===== src/rtl/fp_square_seq.sv =====
// Iterative unsigned fixed-point squarer: out = (in*in) >> FRAC_WIDTH.
// One multiplier bit per cycle; go/done handshake shared with other math units.
module fp_square_seq #(
  parameter int WIDTH      = 32,
  parameter int INT_WIDTH  = 16,
  parameter int FRAC_WIDTH = 16
) (
  input  logic             clk,
  input  logic             reset,
  input  logic             go,
  input  logic [WIDTH-1:0] in,
  output logic [WIDTH-1:0] out,
  output logic             done,
  output logic             overflow
);

  localparam int IW      = (WIDTH > 1) ? $clog2(WIDTH) : 1;
  localparam int OVF_LSB = INT_WIDTH + 2 * FRAC_WIDTH;

  typedef enum logic [1:0] {
    IDLE,
    RUN,
    DONE
  } state_e;

  state_e             state_q, state_d;
  logic [WIDTH-1:0]   mcand_q, mcand_d;
  logic [WIDTH-1:0]   mplier_q, mplier_d;
  logic [WIDTH-1:0]   out_q, out_d;
  logic [2*WIDTH-1:0] acc_q, acc_d;
  logic [2*WIDTH-1:0] addend;
  logic [IW-1:0]      idx_q, idx_d;
  logic               done_q, done_d;
  logic               ovf_q, ovf_d;

  always_ff @(posedge clk or posedge reset) begin
    if (reset) begin
      state_q  <= IDLE;
      mcand_q  <= '0;
      mplier_q <= '0;
      out_q    <= '0;
      acc_q    <= '0;
      idx_q    <= '0;
      done_q   <= 1'b0;
      ovf_q    <= 1'b0;
    end else begin
      state_q  <= state_d;
      mcand_q  <= mcand_d;
      mplier_q <= mplier_d;
      out_q    <= out_d;
      acc_q    <= acc_d;
      idx_q    <= idx_d;
      done_q   <= done_d;
      ovf_q    <= ovf_d;
    end
  end

  always_comb begin
    state_d  = state_q;
    mcand_d  = mcand_q;
    mplier_d = mplier_q;
    out_d    = out_q;
    acc_d    = acc_q;
    idx_d    = idx_q;
    ovf_d    = ovf_q;
    done_d   = 1'b0;
    addend   = '0;
    unique case (state_q)
      IDLE: begin
        if (go) begin
          mcand_d  = in;
          mplier_d = in;
          acc_d    = '0;
          idx_d    = '0;
          state_d  = RUN;
        end
      end
      RUN: begin
        if (mplier_q[0]) begin
          addend = {{WIDTH{1'b0}}, mcand_q} << idx_q;
        end
        acc_d    = acc_q + addend;
        mplier_d = mplier_q >> 1;
        // Final iteration publishes the product including this partial.
        if (idx_q == IW'(WIDTH - 1)) begin
          state_d = DONE;
          out_d   = acc_d[FRAC_WIDTH +: WIDTH];
          ovf_d   = |(acc_d >> OVF_LSB);
          done_d  = 1'b1;
        end else begin
          idx_d = idx_q + IW'(1);
        end
      end
      DONE: begin
        state_d = IDLE;
      end
      default: begin
        state_d = IDLE;
      end
    endcase
  end

  assign out      = out_q;
  assign done     = done_q;
  assign overflow = ovf_q;

endmodule

===== config.mk =====
export PLATFORM = sky130hd
export DESIGN_NAME = fp_square_seq
export DESIGN_NICKNAME = d
export VERILOG_FILES = /design/src/rtl/fp_square_seq.sv
export SDC_FILE = /design/constraint.sdc
export NUM_CORES = 1
export LEC_CHECK = 0
export CAP_MARGIN = 5
export CORE_ASPECT_RATIO = 2
export CORE_MARGIN = 2
export CORE_UTILIZATION = 61
export CTS_CLUSTER_SIZE = 12
export DETAILED_ROUTE_END_ITERATION = 6
export PLACE_DENSITY = 0.78
export SKIP_CTS_REPAIR_TIMING = 1
export SYNTH_ARGS = -nofsm -noshare
export SYNTH_HDL_FRONTEND = slang
export SYNTH_SLANG_ARGS = --single-unit

===== constraint.sdc =====
create_clock -name clk -period 6.7 [get_ports clk]
set_input_delay 1.005 -clock clk [delete_from_list [all_inputs] [get_ports clk]]
set_output_delay 1.005 -clock clk [all_outputs]
set_load 0.02 [all_outputs]

# ---- Word level (Yosys, flattened, before mapping)
# Index checks and enable logic that the tools add are counted.
dict set report totals {
  register_bits 169
  input_bits 35
  output_inout_bits 34
  wordCells 38
}
dict set report classes {
  add_sub_neg 2
  reduce_logical 8
  n_eq_ne 5
  n_mux 14
  shifts 1
}
# operator n
set ops {}
lappend ops {{64-bit 2-to-1 mux} 3}
lappend ops {{64-bit one-hot mux with 2 select lines} 1}
lappend ops {{64-bit adder} 1}
lappend ops {{32-bit one-hot mux with 2 select lines} 1}
lappend ops {{32-bit by 5-bit left shift with 64-bit output} 1}
lappend ops {{32-bit 2-to-1 mux} 1}
lappend ops {{16-bit OR reduction} 1}
lappend ops {{5-bit 2-to-1 mux} 2}
lappend ops {{5-bit one-hot mux with 2 select lines} 1}
lappend ops {{2-bit AND reduction} 4}
lappend ops {{2-bit inequality test (second input constant)} 3}
lappend ops {{5-bit by 1-bit adder with 5-bit output (second input constant)} 1}
lappend ops {{5-bit equality test (second input constant)} 1}
lappend ops {{2-bit 2-to-1 mux} 2}
lappend ops {{2-bit one-hot mux with 2 select lines} 1}
lappend ops {{3-bit AND reduction} 1}
lappend ops {{2-bit by 1-bit equality test with 1-bit output (second input constant)} 1}
lappend ops {{2-bit zero test} 1}
lappend ops {{1-bit 2-to-1 mux} 2}
lappend ops {{2-bit nonzero test} 1}

# ---- Longest topological paths before layout
dict set report logic_depth {
  depth_word 5
  ltp_mapped 22
  depth_no_buf 19
}

# ---- Worst setup path before layout
# No wires, ideal clock.
dict set report synth_path {
  kind {flip-flop to flip-flop}
  start {register idx_q[0]}
  end {register ovf_q, in the netlist overflow}
  arrival_ns 4.694
  n_path_buf 3
  path_slack_ns 1.874
  period_less_slack_ns 4.826
  path_stages_with_launch 21
  path_cell_list {dfrtp_1 -> clkbuf_1 -> buf_2 -> mux4_2 -> mux2i_1 -> nand2_1 -> nand2_1 -> mux2i_1 -> and2_1 -> ha_1 -> clkbuf_1 -> a21oi_1 -> o21ai_0 -> a221oi_1 -> o211ai_1 -> inv_1 -> a21oi_1 -> or3_1 -> a2111o_1 -> nor4_1 -> a21oi_1}
}
dict set report synth_via {
  elab_chain_len 5
}
# item line_no
set synth_lines {}
lappend synth_lines {{start: declaration} 32} ;# logic [IW-1:0] idx_q, idx_d;
lappend synth_lines {{start signal: assignment} 52} ;# idx_q <= idx_d;
lappend synth_lines {{32-bit by 5-bit left shift with 64-bit output} 80} ;# addend = {{WIDTH{1'b0}}, mcand_q} << idx_q;
lappend synth_lines {{64-bit 2-to-1 mux} 79} ;# if (mplier_q[0]) begin
lappend synth_lines {{64-bit 2-to-1 mux} 68} ;# unique case (state_q)
lappend synth_lines {{64-bit adder} 82} ;# acc_d = acc_q + addend;
lappend synth_lines {{16-bit OR reduction} 88} ;# ovf_d = |(acc_d >> OVF_LSB);
lappend synth_lines {{end signal: assignment} 54} ;# ovf_q <= ovf_d;
lappend synth_lines {{end: declaration} 34} ;# logic ovf_q, ovf_d;
# Several ways; a longest one is shown, not always the timed one. The select of a mux whose other input is x is not followed.
# A chain may end at the register's enable or synchronous reset.

# ---- Worst setup path after layout
# Ends and elaborated chain as after synthesis.

==> results.toml <==
[synth]
yosysWarnings = 0
ys.flop_type = "dfrtp_1"
yosys.area.top_type = "dfrtp_1"
yosysSeqAreaShare_pct = 34.2
yosysUniqueCellTypes = 75
synth_edf_count = 0
synthTopCellsByArea = "dfrtp_1, nand2_1, ha_1"
netlist_area_sq_um = 12400
ys_seq_elements = 169
synthesis.nets = 1517
async_reset_ff_share_pct = 100
synth_cells = 1416
avgSynthCellArea_sq_um = 8.74
yosysMostFrequentCell = "nand2_1"
yosys-top-cells-count = "nand2_1, dfrtp_1, o21ai_0"
yosysTopAreaCellShare_pct = 34.2

[worst_setup_path]
r2r-end = "overflow$_DFFE_PP0P_"
cp_max_fo = 39
reg2reg_slack_ns = 0.82
critPathArrivalTime_ns = 6.22
path_class = "flip-flop to flip-flop"
cp.required_ns = 7.04
r2r_start = "idx_q[0]$_DFFE_PP0P_"
critPathLaunchType = "flip-flop"
reg2regPathDepth = 18
crit_path_end_kind = "flip-flop"

[layout]
num-fill-cells = 1619
n_antenna_cell = 0
layout-drive-gt1-share_pct = 9.91
final_cells = 1705
final_nets = 1533
area_growth_pct = 11.5

[clock_network]
clk_path_buf_depth = 2
cts_sinks = 169
cts_tree = "done"
cts_buffers = 17
clk_latency_ns = 0.47
clkTransAtPathRegs_ns = 0.07
cts_max_level = 4
cts-root-buf = "clkbuf_16"

[timing]
tightest_slew_ns = 0.978
timing.final.crit_share_pct = 87.8
tns_ns = 0
rsz0062_at_grt = "false"
relSlewSlack_pct = 34.8
fmax_mhz = 170
hold_violations = 0
setup_viol = 0
slew_viol_final = 0
skew_ns = 0.0177
period_minus_slack_ns = 5.88

[global_routing]
grt_pass1_wl_um = 61700
grt_overflow = 0
grt_start_max_net_pins = 71
grt_usage_pct = 37.6
antenna_found_initial = 0
grt_pass1_vias = 11200

[floorplan]
dieArea_sq_um = 21500
initial_utilization_pct = 62.1
pin_count = 69
rows = 73
die_h_um = 205
die_x_um = 105
core_sq_um = 19900

[flow_run]
maxCapViolations = 0

[pwr]
internal_power_mw = 4.23
p_switching_mw = 4.20
p_seq_share_pct = 23.5
peakVddDrop_mv = 0.402
comb_power_share_pct = 64.2
swShare_pct = 49.8
clkPwrFrac_pct = 12.2
power_density_nw_per_um2 = 611
p_leak_nw = 6.07

[detailed_routing]
drt_iter0_markers = 697
vias = 11200
wl_per_cell_um = 23.0
first_pass_iters = 5
antenna_left = 0
drt_wl_total_um = 39200
vias_per_cell = 6.57
drc = 0

[placed_design]
port_buffers = 68
gp_routability_congestion = 0.999
dp.cells = 1675
place_hpwl_um = 29600

[hold_path]
whs_endpoint = "out[10]$_DFFE_PP0P_"
min_from = "out[10]$_DFFE_PP0P_"
hold_path_depth = 2
hold_path_class = "flip-flop to flip-flop"

[run_status]
run_status = "finished clean"
## per-layer routing
metal	global-route usage, %	share of wire (%)
met1	41.2	36
met2	66.2	51
met3	5.54	4.4
met4	26.9	7.8
met5	0	0
## cell families (layout without fill, tap and decap cells)
logic type / after synthesis / after routing / synth area share [%]
AO/OA/AOI/OAI: 414 / 414 / 21.3
adder cells (fa/ha/maj): 66 / 66 / 6.74
AND/OR/NAND/NOR: 466 / 466 / 16.8
flip-flops: 169 / 169 / 34.2
buffers and inverters: 116 / 143 / 3.55
multiplexers: 134 / 134 / 13.9
XOR/XNOR: 51 / 51 / 3.61
## critical path, cell delays in order (launching register included)
cell      delay [ns]
dfrtp_2         1.01
mux4_2          0.64
mux2i_1         0.45
nand2_1         0.10
o21ai_0         0.14
nor2_1          0.13
a21oi_1         0.14
nor2b_1         0.07
ha_1            0.36
a21oi_1         0.21
o21ai_0         0.18
a221oi_1        0.51
o211ai_1        0.30
a21oi_1         0.32
a31oi_1         0.23
a211oi_1        0.31
xnor2_1         0.16
nor4b_2         0.35
a21oi_1         0.11
## final cells by class
cell class              instances  area, sq um  area share (%)
repair buffers                 84          801            5.80
well taps                     262          328            2.38
multi-input cells            1131         7720            56.0
inverters                      29          114           0.825
clock inverters                10          146            1.06
clock buffers                  20          457            3.31
flip-flops and latches        169         4230            30.7
## power groups by stage
stage / sequential (mW) / combinational, mW / clock (mW)
6_report: 1.98 / 5.41 / 1.03
5_1_grt: 2.04 / 5.85 / 1.07
4_1_cts: 1.98 / 5.32 / 1.04
3_5_place_dp: 1.97 / 5.27 / 0
3_3_place_gp: 1.95 / 5.19 / 0
2_1_floorplan: 1.85 / 3.83 / 0
## worst max path at each step
stage                                    start              endpoint  slack, ns
final                     idx_q[0]$_DFFE_PP0P_  overflow$_DFFE_PP0P_       0.82
after global placement    idx_q[0]$_DFFE_PP0P_  overflow$_DFFE_PP0P_       0.89
after global routing      idx_q[0]$_DFFE_PP0P_  overflow$_DFFE_PP0P_       0.41
after detailed placement  idx_q[0]$_DFFE_PP0P_  overflow$_DFFE_PP0P_       0.98
after CTS                 idx_q[0]$_DFFE_PP0P_  overflow$_DFFE_PP0P_       0.94
after floorplan                          reset  acc_q[0]$_DFFE_PP0P_       1.12
## metrics by stage
stage | total power, mW | area, sq um | hold WS, ns | setup slack, ns | util, %
after detailed placement | 7.25 | 13200 | 0.470 | 0.979 | 66.3
after global routing | 8.96 | 13800 | 0.517 | 0.415 | 69.3
final | 8.43 | 13800 | 0.480 | 0.820 | 69.3
after floorplan | 5.68 | 12400 | 0.449 | 1.12 | -
after global placement | 7.14 | 13200 | 0.460 | 0.888 | 66.3
after CTS | 8.33 | 13800 | 0.485 | 0.941 | 69.3
## state kept, by name, summed over array words and instances (netlist names)
signal and flops:
state_q 2, idx_q 5, mplier_q 32, mcand_q 32
done 1, out 32, acc_q 64, overflow 1
## placed cells by master (no fill, tap or decap), types with 9 or more instances in the layout
master,count
xor2_1,26
clkdlybuf4s50_1,68
mux2_2,50
and2_1,13
a211oi_1,11
o21ai_0,142
a22o_1,25
nand4_1,22
ha_1,65
a21oi_1,91
or3_1,9
nand3_1,18
mux4_2,25
inv_1,27
mux2i_1,59
nand2_1,246
a21o_1,22
xnor2_1,25
o22ai_1,18
buf_4,16
nor2b_1,14
o211ai_1,9
and3_1,10
nor2_1,81
dfrtp_1,168
nor3_1,24
clkbuf_16,17
o21bai_1,10
No activity file was read; power rests on OpenSTA's default activity.
